<file path="src/rtl/comparador_sar_ctrl_if.sv">
// comparador_sar_ctrl_if
//   Groups the signals between the SAR search controller and its environment
//   (the magnitude comparator plus whoever launches searches).
//   Signals:
//     start       request a new search (environment -> controller)
//     cmp_result  comparator result {in1>in2, in1==in2, in1<in2}
//     guess       value the controller drives onto comparator input2
//     busy        search in progress
//     done        search finished; found_value is valid
//     fault       comparator answered inconsistently or with an illegal code
//     found_value located target value
//     probes      number of comparator evaluations in the current search
//
//   Handshake: start is a level request sampled on the rising clock edge. It
//   is accepted on any edge where busy=0 (which also covers done=1 and
//   fault=1) and ignored on every edge where busy=1. There is no ready signal;
//   busy is the "not ready" indication. cmp_result must be valid whenever the
//   controller evaluates, i.e. it is a combinational function of guess.
//   Modports: master = controller side, slave = environment side.
interface comparador_sar_ctrl_if #(
    parameter int WIDTH = 4
);
    localparam int PW = $clog2(WIDTH + 2);

    logic             start;
    logic [2:0]       cmp_result;
    logic [WIDTH-1:0] guess;
    logic             busy;
    logic             done;
    logic             fault;
    logic [WIDTH-1:0] found_value;
    logic [PW-1:0]    probes;

    modport master (
        input  start, cmp_result,
        output guess, busy, done, fault, found_value, probes
    );

    modport slave (
        output start, cmp_result,
        input  guess, busy, done, fault, found_value, probes
    );
endinterface

</file>
<file path="src/rtl/comparador_sar_ctrl.sv">
// comparador_sar_ctrl
//   Binary-search (SAR) controller wrapped around a WIDTH-bit magnitude
//   comparator. The comparator's input1 holds an unknown target; this block
//   drives input2 with successive guesses, waits SETTLE_CYCLES edges after each
//   guess change, samples the comparator result, and narrows [lo, hi] until the
//   comparator reports equality.
//   Ports:
//     clk      rising-edge clock
//     rst      asynchronous, active-high reset
//     bus      comparador_sar_ctrl_if.master (start, cmp_result in; guess, busy,
//              done, fault, found_value, probes out)
//     state_o  current FSM state (debug visibility)
module comparador_sar_ctrl #(
    parameter int WIDTH         = 4,
    parameter int SETTLE_CYCLES = 1
) (
    input  logic                        clk,
    input  logic                        rst,
    comparador_sar_ctrl_if.master       bus,
    output logic [2:0]                  state_o
);
    localparam int PW = $clog2(WIDTH + 2);
    // lo/hi need two extra bits so guess-1 at 0 and guess+1 at max do not wrap.
    localparam int AW = WIDTH + 2;

    typedef enum logic [2:0] {
        S_IDLE   = 3'd0,
        S_SETTLE = 3'd1,
        S_EVAL   = 3'd2,
        S_DONE   = 3'd3,
        S_FAULT  = 3'd4
    } state_t;

    // With no settle time a new guess is evaluated on the very next edge.
    localparam state_t S_PROBE = (SETTLE_CYCLES == 0) ? S_EVAL : S_SETTLE;
    localparam logic [2:0] SETTLE_LAST = (SETTLE_CYCLES == 0) ? 3'd0 : 3'(SETTLE_CYCLES - 1);

    localparam logic signed [AW-1:0] ONE    = AW'(1);
    localparam logic signed [AW-1:0] HI_MAX = {2'b00, {WIDTH{1'b1}}};
    localparam logic [WIDTH-1:0]     MID0   = {1'b0, {(WIDTH-1){1'b1}}};

    state_t                 state_q, state_d;
    logic [WIDTH-1:0]       guess_q, guess_d;
    logic signed [AW-1:0]   lo_q, lo_d;
    logic signed [AW-1:0]   hi_q, hi_d;
    logic [2:0]             settle_q, settle_d;
    logic [PW-1:0]          probes_q, probes_d;
    logic                   busy_q, busy_d;
    logic                   done_q, done_d;
    logic                   fault_q, fault_d;
    logic [WIDTH-1:0]       found_q, found_d;

    // Scratch values for the EVAL update.
    logic signed [AW-1:0]   guess_ext;
    logic signed [AW-1:0]   lo_n, hi_n, sum_n;
    logic                   upd;

    always_ff @(posedge clk or posedge rst) begin
        if (rst) begin
            state_q  <= S_IDLE;
            guess_q  <= '0;
            lo_q     <= '0;
            hi_q     <= '0;
            settle_q <= '0;
            probes_q <= '0;
            busy_q   <= 1'b0;
            done_q   <= 1'b0;
            fault_q  <= 1'b0;
            found_q  <= '0;
        end else begin
            state_q  <= state_d;
            guess_q  <= guess_d;
            lo_q     <= lo_d;
            hi_q     <= hi_d;
            settle_q <= settle_d;
            probes_q <= probes_d;
            busy_q   <= busy_d;
            done_q   <= done_d;
            fault_q  <= fault_d;
            found_q  <= found_d;
        end
    end

    always_comb begin
        state_d   = state_q;
        guess_d   = guess_q;
        lo_d      = lo_q;
        hi_d      = hi_q;
        settle_d  = settle_q;
        probes_d  = probes_q;
        busy_d    = busy_q;
        done_d    = done_q;
        fault_d   = fault_q;
        found_d   = found_q;
        guess_ext = {2'b00, guess_q};
        lo_n      = lo_q;
        hi_n      = hi_q;
        sum_n     = '0;
        upd       = 1'b0;

        unique case (state_q)
            S_IDLE, S_DONE, S_FAULT: begin
                if (bus.start) begin
                    lo_d     = '0;
                    hi_d     = HI_MAX;
                    guess_d  = MID0;
                    probes_d = '0;
                    settle_d = '0;
                    done_d   = 1'b0;
                    fault_d  = 1'b0;
                    busy_d   = 1'b1;
                    state_d  = S_PROBE;
                end
            end

            S_SETTLE: begin
                if (settle_q == SETTLE_LAST) begin
                    state_d = S_EVAL;
                end else begin
                    settle_d = settle_q + 3'd1;
                end
            end

            S_EVAL: begin
                probes_d = probes_q + PW'(1);
                case (bus.cmp_result)
                    3'b010: begin
                        found_d = guess_q;
                        done_d  = 1'b1;
                        busy_d  = 1'b0;
                        state_d = S_DONE;
                    end
                    3'b100: begin
                        lo_n = guess_ext + ONE;
                        upd  = 1'b1;
                    end
                    3'b001: begin
                        hi_n = guess_ext - ONE;
                        upd  = 1'b1;
                    end
                    default: begin
                        // Zero or multi-hot result: the comparator is broken.
                        fault_d = 1'b1;
                        busy_d  = 1'b0;
                        state_d = S_FAULT;
                    end
                endcase

                if (upd) begin
                    lo_d = lo_n;
                    hi_d = hi_n;
                    if (lo_n > hi_n) begin
                        // Window collapsed: answers contradict each other.
                        fault_d = 1'b1;
                        busy_d  = 1'b0;
                        state_d = S_FAULT;
                    end else begin
                        // lo_n..hi_n are both in 0..2^WIDTH-1 here, so the
                        // sum is non-negative and bits [WIDTH:1] are sum>>1.
                        sum_n    = lo_n + hi_n;
                        guess_d  = sum_n[WIDTH:1];
                        settle_d = '0;
                        state_d  = S_PROBE;
                    end
                end
            end

            default: begin
                state_d = S_IDLE;
            end
        endcase
    end

    assign bus.guess       = guess_q;
    assign bus.busy        = busy_q;
    assign bus.done        = done_q;
    assign bus.fault       = fault_q;
    assign bus.found_value = found_q;
    assign bus.probes      = probes_q;
    assign state_o         = state_q;
endmodule

</file>
<file path="src/flat_wrapper.sv">
// flat-port wrapper written by rule: the top's interface ports become plain ports
module comparador_sar_ctrl_flat 
#(
    parameter int WIDTH         = 4,
    parameter int SETTLE_CYCLES = 1
)
  (clk, rst, state_o, bus_start, bus_cmp_result, bus_guess, bus_busy, bus_done, bus_fault, bus_found_value, bus_probes);
  comparador_sar_ctrl_if #(.WIDTH(WIDTH)) bus_i ();
  input  logic clk;
  input  logic rst;
  output logic [2:0] state_o;
  input wire logic [$bits(bus_i.start)-1:0] bus_start;
  input wire logic [$bits(bus_i.cmp_result)-1:0] bus_cmp_result;
  output wire logic [$bits(bus_i.guess)-1:0] bus_guess;
  output wire logic [$bits(bus_i.busy)-1:0] bus_busy;
  output wire logic [$bits(bus_i.done)-1:0] bus_done;
  output wire logic [$bits(bus_i.fault)-1:0] bus_fault;
  output wire logic [$bits(bus_i.found_value)-1:0] bus_found_value;
  output wire logic [$bits(bus_i.probes)-1:0] bus_probes;
  assign bus_i.start = bus_start;
  assign bus_i.cmp_result = bus_cmp_result;
  assign bus_guess = bus_i.guess;
  assign bus_busy = bus_i.busy;
  assign bus_done = bus_i.done;
  assign bus_fault = bus_i.fault;
  assign bus_found_value = bus_i.found_value;
  assign bus_probes = bus_i.probes;
  comparador_sar_ctrl #(.WIDTH(WIDTH), .SETTLE_CYCLES(SETTLE_CYCLES)) u_core (.clk(clk), .rst(rst), .bus(bus_i), .state_o(state_o));
endmodule
</file>
<file path="config.mk">
export PLATFORM = sky130hd
export DESIGN_NAME = comparador_sar_ctrl_flat
export DESIGN_NICKNAME = d
export VERILOG_FILES = /design/src/rtl/comparador_sar_ctrl_if.sv /design/src/rtl/comparador_sar_ctrl.sv /design/src/flat_wrapper.sv
export SDC_FILE = /design/constraint.sdc
export NUM_CORES = 1
export LEC_CHECK = 0
export ABC_AREA = 1
export CORE_MARGIN = 2
export CORE_UTILIZATION = 40
export CTS_BUF_LIST = sky130_fd_sc_hd__clkbuf_4 sky130_fd_sc_hd__clkbuf_8
export CTS_CLUSTER_SIZE = 16
export DETAILED_ROUTE_END_ITERATION = 8
export PLACE_DENSITY_LB_ADDON = 0.05
export SLEW_MARGIN = 10
export SYNTH_ARGS = -nofsm -noshare
export SYNTH_HDL_FRONTEND = slang
export SYNTH_SLANG_ARGS = --single-unit
</file>
<file path="constraint.sdc">
create_clock -name clk -period 6.4 [get_ports clk]
set_clock_uncertainty 0.05 [all_clocks]
set_input_delay 0.96 -clock clk [delete_from_list [all_inputs] [get_ports clk]]
set_output_delay 0.96 -clock clk [all_outputs]
set_load 0.02 [all_outputs]
</file>
## Word level (Yosys, flattened, before mapping)

Cells that the tools add are included.

- Add/subtract/negate cells: 5
- Order comparisons: 1
- Eq/ne operators: 14
- Mux-type cells: 40
- Reduce and logical (&&, ||, !) cells: 14

Operator list:

| kind | number |
|---|---|
| $mux W6 | 8 |
| $mux W3 | 8 |
| $pmux W6 S2 | 2 |
| $pmux W3 S3 | 2 |
| $mux W4 | 3 |
| $pmux W3 S2 | 2 |
| $mux W1 | 11 |
| $eq A3 B2 Y1 const B | 3 |
| $reduce_and A3 Y1 | 3 |
| $ne A2 B2 Y1 const B | 4 |
| $pmux W4 S2 | 1 |
| $add A3 B1 Y3 const B | 2 |
| $eq A3 B1 Y1 const B | 2 |
| $eq A3 B3 Y1 const B | 2 |
| $gt A6 B6 Y1 | 1 |
| $logic_not A3 Y1 | 2 |
| $pmux W1 S2 | 3 |
| $reduce_or A3 Y1 | 2 |
| $add A4 B1 Y5 const B | 1 |
| $add A5 B5 Y5 | 1 |
| $reduce_and A5 Y1 | 1 |
| $sub A4 B1 Y5 const B | 1 |
| $ne A2 B1 Y1 const B | 2 |
| $reduce_and A2 Y1 | 2 |
| other kinds (5) | 5 |

- Bits in registers: 32
- Input port bits: 6
- Output and inout port bits: 17
- Word-level logic and storage cells: 84

## Depth between registers and ports, before layout

Gate-level depths: netlist of the first run.

- Depth after elaboration: 7
- Mapped depth: 18
- Gate-level depth less buffers: 17

## Worst setup path after synthesis of the first run

OpenSTA, ideal clock, no wires.

- Path kind: input port to flip-flop
- From: input port bus_cmp_result[1]
- To: register u_core.guess_q[0], in the netlist u_core.bus.guess[0]
- Setup time: 0.117 ns
- Arrival time: 2.602 ns
- Data required time: 6.233 ns
- Setup slack: 3.631 ns
- Cell stages on the path: 16
- Path buffers: 1
- Cells stage by stage: inv_1 > nand3_1 > buf_2 > o21ai_0 > inv_1 > ha_1 > inv_1 > nand2_1 > nor2_2 > nand2_1 > nand4_1 > nand3_2 > nand2_2 > nand2_2 > nand3_1 > nand2_1

- Cells in the longest elaborated chain, start to end: 7
- Elaborated cells between the ends (all ways): 17
- Classes of those cells: add/sub: 1; order compare: 1; eq/ne: 4; mux: 9; reduce/logical: 2

Ends and longest elaborated chain:

| item | RTL line | RTL |
|---|---|---|
| start, declared | flat_wrapper.sv:13 | `input wire logic [$bits(bus_i.cmp_result)-1:0] bus_cmp_result;` |
| $eq A3 B3 Y1 or $eq A3 B1 Y1 (tied branches) | comparador_sar_ctrl.sv:126 | `case (bus.cmp_result)` |
| $mux W6 | comparador_sar_ctrl.sv:126 |  |
| $mux W6 | comparador_sar_ctrl.sv:101 | `unique case (state_q)` |
| $add A5 B5 Y5 | comparador_sar_ctrl.sv:160 | `sum_n = lo_n + hi_n;` |
| $mux W4 | comparador_sar_ctrl.sv:152 | `if (lo_n > hi_n) begin` |
| $mux W4 | comparador_sar_ctrl.sv:149 | `if (upd) begin` |
| $pmux W4 S2 | comparador_sar_ctrl.sv:101 |  |
| end signal, assigned | comparador_sar_ctrl.sv:72 | `guess_q <= guess_d;` |
| end, declared | comparador_sar_ctrl.sv:43 | `logic [WIDTH-1:0] guess_q, guess_d;` |

Parallel ways exist; a longest one is shown, timed or not. The select of a mux whose other input is x is not followed.
A chain may end at the register's enable or synchronous reset.

## Final worst setup path of the first run

- From: input port bus_cmp_result[2]
- To: register u_core.guess_q[0], in the netlist u_core.bus.guess[0]

Same word-level chain as after synthesis.

==> key figures, run 1 <==
Route
  • Residual DRC count: 0
  • Routed length per placed instance: 12.7 µm
  • Initial detailed-routing violation count: ~120
  • Count of nets left with antenna violations after detail routing: 0
  • Aggregate routed wire length: roughly 4500 µm
  • Drt via density: ~4.8
  • Detailed-router iteration count before antenna repair: 4
  • Count of vias placed by the detailed router: around 1700

Synth
  • Sequential-to-total area share from yosys stat: 0.388
  • Most common cell in the netlist: sky130_fd_sc_hd__nand2_1
  • Avg Cell Area, Syn: a little over 8 µm²
  • Top post-synthesis cells by area: sky130_fd_sc_hd__dfrtp_1 (39%), sky130_fd_sc_hd__nand2_1 (9.8%), sky130_fd_sc_hd__ha_1 (9.1%), sky130_fd_sc_hd__inv_1 (7.1%), sky130_fd_sc_hd__o21ai_0 (4.4%)
  • Cell type with the highest aggregate area in the netlist: sky130_fd_sc_hd__dfrtp_1
  • Number of storage elements in the synthesis netlist: 32
  • Syn_nets: between 200 and 300
  • Post-synth EDFFs: 0
  • Area share of the largest cell type after synthesis: 0.388
  • Number of warning messages in the yosys log: 0
  • Number of distinct library cell variants in the gate-level netlist after synthesis: 40
  • Synth top cells by count: sky130_fd_sc_hd__nand2_1 (54), sky130_fd_sc_hd__inv_1 (39), sky130_fd_sc_hd__dfrtp_1 (32)
  • Post-synthesis cell count: 255
  • Post-synth ARST share: 1.00
  • Netlist area before placement: approximately 2100 µm²
  • Leading register cell type out of synthesis: sky130_fd_sc_hd__dfrtp_1

Critical path
  • Nature of the critical path startpoint: primary input
  • Crit Path Category: primary input to flip-flop
  • Required arrival time at the worst endpoint: approximately 6500 ps
  • Critical path fanouts, max: 11
  • Kind of end point of the critical path: flip-flop
  • Arrival time of data at the critical path endpoint: 3440 ps
  • Reg2Reg Setup Slack: around 3600 ps

Pwr
  • Fraction of power consumed by the clock network: 0.157
  • Design Power: approximately 1200 µW
  • Switching share of total power: 0.462
  • Leakage power: ~0.0013 µW
  • Internal power: approximately 660 µW
  • Cell Pwr Density: 497 nW/µm²
  • Power share of the combinational group: 0.567
  • Net load switching power: 569 µW
  • Sequential power share: 0.276
  • Worst vdd ir: about 0.19 mV

Clock tree
  • Number of hold buffers added after CTS: 0
  • Worst-path clk slew: ~70 ps
  • Deepest level of the CTS H-tree: 2
  • Cells resized by post-CTS repair: 0
  • Longest Clk Path Bufs: 2
  • Number of setup buffers added after CTS: 0
  • Total clock sinks: 32
  • Cell at the root of the clock tree: sky130_fd_sc_hd__clkbuf_8
  • Later-pin clock latency in the skew report: about 290 ps
  • TritonCTS clock tree: done
  • TritonCTS Buffers: 5

Floorplan
  • DIE HEIGHT: 75.9 µm
  • Die area: 5760 µm²
  • Floorplan Core Area: 5040 µm²
  • Width of the chip: between 70 and 80 µm
  • Site Rows: 26
  • Initial Util: 0.410
  • I/O pin count: 23

Hold path
  • Path class of the lowest-slack min-delay path: flip-flop to flip-flop

Status
  • Run status: finished, final reports clean

STA
  • RSZ-0062 raised after global routing: false
  • Minimum clock period: around 3300 ps
  • Total of endpoints with negative setup slack in the final report: 0
  • Slew at the pin closest to its max-slew limit: roughly 470 ps
  • Hold Vio Cnt, Final: 0
  • Maximum achievable frequency: between 300 and 400 MHz
  • Fin. max-slew vios: 0
  • Final sum of negative setup slack: 0 ps
  • Tcrit/Tclk final: 0.517
  • Worst rel slew slack: 0.683
  • Post-route worst setup slack: about 3100 ps

Placement
  • Routability Congestion: between 0.8 and 0.9
  • Post-DP HPWL: 3420 µm
  • Post-Place Setup Slack: 2800 ps
  • Count of input and output buffers: 22
  • DP Cell Count: 346

GRT
  • Antenna violations before repair: 0
  • Wire length of the first global-routing pass: 7470 µm
  • Maximum number of pins on one net before global-route repair: 33
  • Total routing usage reported by global routing: 0.178
  • Via count of the first global-routing pass: about 1500
  • Total overflow reported by the global router: 0

Run
  • Number of maximum-capacitance violations: 0

Cells and area
  • Count of inserted antenna diode cells: 0
  • Number of non-filler instances in the completed layout: between 300 and 400
  • Layout cells sized above 1: 0.127
  • Area Growth Syn to Fin: 20.0%
  • Final #Nets: about 300
==> metrics by stage <==
step	hold slack [ps]	utilization	cell area (µm²)
after floorplan	398	-	2070
after global placement	405	0.470	2370
after detailed placement	409	0.470	2370
after CTS	426	0.492	2480
after global routing	449	0.492	2480
final	420	0.492	2480
==> power by group through the flow <==
stage,sequential (µW),clock [µW],combinational [µW]
after floorplan,386,0,439
after global placement,344,0,696
after detailed placement,344,0,697
after CTS,341,199,700
after global routing,353,208,787
final,340,193,698
==> critical path: stages <==
cell and delay [ps]:
sky130_fd_sc_hd__clkdlybuf4s50_1 510, sky130_fd_sc_hd__nand3_1 340, sky130_fd_sc_hd__o21ai_0 330, sky130_fd_sc_hd__inv_1 100, sky130_fd_sc_hd__ha_1 300, sky130_fd_sc_hd__inv_1 70
sky130_fd_sc_hd__nand2_1 70, sky130_fd_sc_hd__nor2_2 100, sky130_fd_sc_hd__nand2_1 80, sky130_fd_sc_hd__nand4_1 130, sky130_fd_sc_hd__nand3_2 120, sky130_fd_sc_hd__nand2_2 90
sky130_fd_sc_hd__nand2_2 90, sky130_fd_sc_hd__nand3_1 100, sky130_fd_sc_hd__nand2_1 50
==> final cells by class <==
cell class | instances | area, µm²
Tap cell | 70 | 87.6
Timing Repair Buffer | 23 | 228
Clock buffer | 5 | 68.8
Inverter | 45 | 174
Sequential cell | 32 | 801
Clock inverter | 3 | 42.5
Multi-Input combinational cell | 176 | 1080
Fill cell | 521 | 2560
==> flip-flops by register name, summed over array words and instances, names as in the netlist <==
| register | cells |
|---|---|
| u_core.hi_q | 6 |
| u_core.lo_q | 6 |
| u_core.bus.found_value | 4 |
| u_core.bus.guess | 4 |
| u_core.bus.probes | 3 |
| u_core.settle_q | 3 |
| u_core.state_o | 3 |
| u_core.bus.busy | 1 |
| u_core.bus.done | 1 |
| u_core.bus.fault | 1 |
==> cell usage in the layout (no fill, tap or decap), drive strengths merged, types with 2 or more instances in the layout <==
cell type,count
clkdlybuf4s50,22
o21ai,23
clkbuf,5
ha,15
a22o,2
or2,3
nor2,19
o22ai,3
nand3,21
nand2,61
a21oi,8
dfrtp,32
nor3,2
xnor2,3
xor2,2
inv,45
nand4,6
==> cell families (layout without fill, tap and decap cells) <==
kind of cell / after synthesis / count (layout) / synth area share
AOI/OAI and AO/OA: 41 / 41 / 0.115
xor gates and xnor gates: 5 / 5 / 0.0212
adders and majority gates: 16 / 16 / 0.101
buffers and inverters: 47 / 76 / 0.0902
DFF: 32 / 32 / 0.388
and+or+nand+nor: 114 / 114 / 0.285
==> worst paths after layout <==
| kind | startpoint | end | cells past startpoint |
|---|---|---|---|
| worst max-delay path | bus_cmp_result[2] | u_core.bus.guess[0]$_DFFE_PP0P_ | 15 |
| worst min-delay path | u_core.bus.busy$_DFFE_PP0P_ | u_core.bus.busy$_DFFE_PP0P_ | 2 |
| worst max register to register | u_core.bus.guess[0]$_DFFE_PP0P_ | u_core.bus.guess[0]$_DFFE_PP0P_ | 14 |
| worst min register to register | u_core.bus.busy$_DFFE_PP0P_ | u_core.bus.busy$_DFFE_PP0P_ | 2 |
| max in group asynchronous | rst | u_core.lo_q[0]$_DFFE_PP0P_ | 3 |
| min in group asynchronous | rst | u_core.bus.done$_DFFE_PP0P_ | 3 |
==> per-layer routing <==
metal  global-route usage  vias to the layer above  part of all wire
li1                     -                      877                 -
met4               0.0546                        0             0.013
met3               0.0410                        5             0.038
met2                0.252                       37              0.43
met1                0.268                      767              0.52
met5                    0                        -                 0
No activity file was read; power rests on OpenSTA's default activity.
==> inputs of run 2 (changes only) <==
==> constraint.sdc (replaced) <==
create_clock -name clk -period 2.7 [get_ports clk]
set_clock_uncertainty 0.05 [all_clocks]
set_input_delay 0.405 -clock clk [delete_from_list [all_inputs] [get_ports clk]]
set_output_delay 0.405 -clock clk [all_outputs]
set_load 0.02 [all_outputs]
==> run 2 against run 1 <==
Against the previous run: register-to-register slack got worse by 3300 ps; wire length decreased by 1.4%; critical path depth unchanged; critical path type unchanged; critical endpoint is now u_core.bus.guess[3]$_DFFE_PP0P_.
==> key figures, run 2 (synthesis results as in run 1) <==
STA
  • Tcrit/Tclk final: 0.917
  • Total of endpoints with negative setup slack in the final report: 0
  • Hold Vio Cnt, Final: 0
  • Minimum clock period: around 2500 ps
  • Worst rel slew slack: 0.724
  • Post-route worst setup slack: about 230 ps
  • Slew at the pin closest to its max-slew limit: a little over 400 ps
  • Hold slack: 422 ps
  • Final sum of negative setup slack: 0 ps
  • Maximum achievable frequency: 404 MHz
  • Fin. max-slew vios: 0

Placement
  • Routability Congestion: ~0.91
  • Post-Place Setup Slack: -166 ps
  • Count of input and output buffers: 22
  • DP Cell Count: 369
  • Post-DP HPWL: around 3500 µm

Route
  • Aggregate routed wire length: about 4400 µm
  • Count of nets left with antenna violations after detail routing: 0
  • Residual DRC count: 0
  • Drt via density: about 4.6
  • Count of vias placed by the detailed router: ~1700
  • Routed length per placed instance: 11.8 µm
  • Detailed-router iteration count before antenna repair: 4
  • Initial detailed-routing violation count: 123

Clock tree
  • Total clock sinks: 32
  • Longest Clk Path Bufs: 2
  • TritonCTS Buffers: 5
  • Deepest level of the CTS H-tree: 2
  • Later-pin clock latency in the skew report: approximately 280 ps
  • Worst-path clk slew: 70 ps
  • TritonCTS clock tree: done
  • Cell at the root of the clock tree: sky130_fd_sc_hd__clkbuf_8

Critical path
  • Crit Path Category: primary input to flip-flop
  • Highest cell delay on the worst timing path: 480 ps
  • Slowest CP cell: sky130_fd_sc_hd__fa_1
  • Kind of end point of the critical path: flip-flop
  • Required arrival time at the worst endpoint: about 2800 ps
  • Critical path fanouts, max: 5
  • Chain of cells forming the critical path: clkdlybuf4s50_1 > buf_4 > inv_2 > nand3_4 > buf_4 > nand2_1 > o21ai_0 > ha_1 > fa_1 > nand3_1 > nand3_1 > nand2_1 > nor2_1 > nand3_1 > nand2_1
  • Nature of the critical path startpoint: primary input
  • Buf/Inv on CP: 4
  • Cell type group with the largest total delay on the critical path: buffers and inverters
  • Arrival time of data at the critical path endpoint: between 2000 and 3000 ps

GRT
  • Wire length of the first global-routing pass: 7510 µm
  • Total routing usage reported by global routing: 0.175
  • Total overflow reported by the global router: 0
  • Antenna violations before repair: 0
  • Via count of the first global-routing pass: about 1600
  • Maximum number of pins on one net before global-route repair: 33

Floorplan
  • DIE HEIGHT: roughly 76 µm
  • Die area: between 5000 and 6000 µm²
  • Initial Util: 0.410
  • Site Rows: 26
  • Floorplan Core Area: ~5000 µm²
  • Width of the chip: approximately 76 µm
  • I/O pin count: 23

Run
  • Number of maximum-capacitance violations: 0

Cells and area
  • Most frequent cells in the layout: sky130_fd_sc_hd__nand2_1 (54), sky130_fd_sc_hd__inv_1 (38), sky130_fd_sc_hd__dfrtp_1 (32)
  • Area Growth Syn to Fin: 28.5%
  • Regs by FF count: u_core.hi_q (6), u_core.lo_q (6)
  • Area of the multi-input gates: 1100 µm²
  • Storage element area: between 800 and 900 µm²
  • Most common cell after layout, fill and taps aside: sky130_fd_sc_hd__nand2_1
  • Final #Nets: 329
  • Fill cell count: between 400 and 500
  • Count of inserted antenna diode cells: 0
  • Layout cells sized above 1: 0.208
  • Number of non-filler instances in the completed layout: 377

Hold path
  • Path class of the lowest-slack min-delay path: flip-flop to flip-flop

Status
  • Run status: finished, final reports clean

Pwr
  • Leakage power: roughly 0.0014 µW
  • Design Power: 2970 µW
  • Worst vdd ir: 0.376 mV
  • Cell Pwr Density: roughly 1100 nW/µm²
run 2: final timing paths:
check	endpoint	cells after the start	slack (ps)	from
max in group asynchronous	u_core.settle_q[2]$_DFFE_PP0P_	3	1820	rst
min	u_core.bus.busy$_DFFE_PP0P_	2	420	u_core.bus.busy$_DFFE_PP0P_
max	u_core.bus.guess[3]$_DFFE_PP0P_	15	230	bus_cmp_result[2]
min reg2reg	u_core.bus.busy$_DFFE_PP0P_	2	420	u_core.bus.busy$_DFFE_PP0P_
max reg2reg	u_core.bus.guess[2]$_DFFE_PP0P_	16	260	u_core.bus.guess[0]$_DFFE_PP0P_
min in group asynchronous	u_core.bus.guess[0]$_DFFE_PP0P_	3	480	rst
run 2: layout make-up:
class | count | area share
clock buffers | 6 | 0.0287
clock inverters | 1 | 0.00189
inverters | 45 | 0.0664
multi-input cells | 176 | 0.415
flip-flops and latches | 32 | 0.302
well taps | 70 | 0.0330
repair buffers | 47 | 0.154
run 2: through the flow:
step                      cell area, µm²   util
after floorplan                     2070      -
after global placement              2540  0.504
after detailed placement            2540  0.504
after CTS                           2620  0.520
after global routing                2660  0.527
final                               2660  0.527
run 2: power by group:
| group | switching [µW] | total [µW] | internal, µW |
|---|---|---|---|
| Clock | 166 | 351 | 185 |
| Combinational | 1050 | 1820 | 770 |
| Sequential | 136 | 795 | 659 |
run 2: timing repair:
item	4_1_cts	5_1_grt
hold buffers	0	0
resized for setup	0	12
endpoints found under the setup margin	0	11
buffers inserted	0	1
run 2: worst min-delay path: stages, from the launching register on:
cell,delay (ps)
sky130_fd_sc_hd__dfrtp_1,340
sky130_fd_sc_hd__nand2_1,50
sky130_fd_sc_hd__nand2_1,40
run 2: metal layers:
| metal | track usage | routed length (µm) | share of wire |
|---|---|---|---|
| met1 | 0.250 | 2340 | 0.53 |
| met2 | 0.269 | 1890 | 0.43 |
| met3 | 0.0357 | 154 | 0.035 |
| met4 | 0.0468 | 51 | 0.011 |
| met5 | 0 | 0 | 0 |
==> inputs of run 3 (changes only) <==
--- a/config.mk
+++ b/config.mk
@@ -12,7 +12,6 @@
 export CTS_CLUSTER_SIZE = 16
 export DETAILED_ROUTE_END_ITERATION = 8
 export PLACE_DENSITY_LB_ADDON = 0.05
-export SLEW_MARGIN = 10
 export SYNTH_ARGS = -nofsm -noshare
 export SYNTH_HDL_FRONTEND = slang
 export SYNTH_SLANG_ARGS = --single-unit
==> results of run 3 <==
Same layout as run 2: the final DEF is identical, and so are final timing and power.
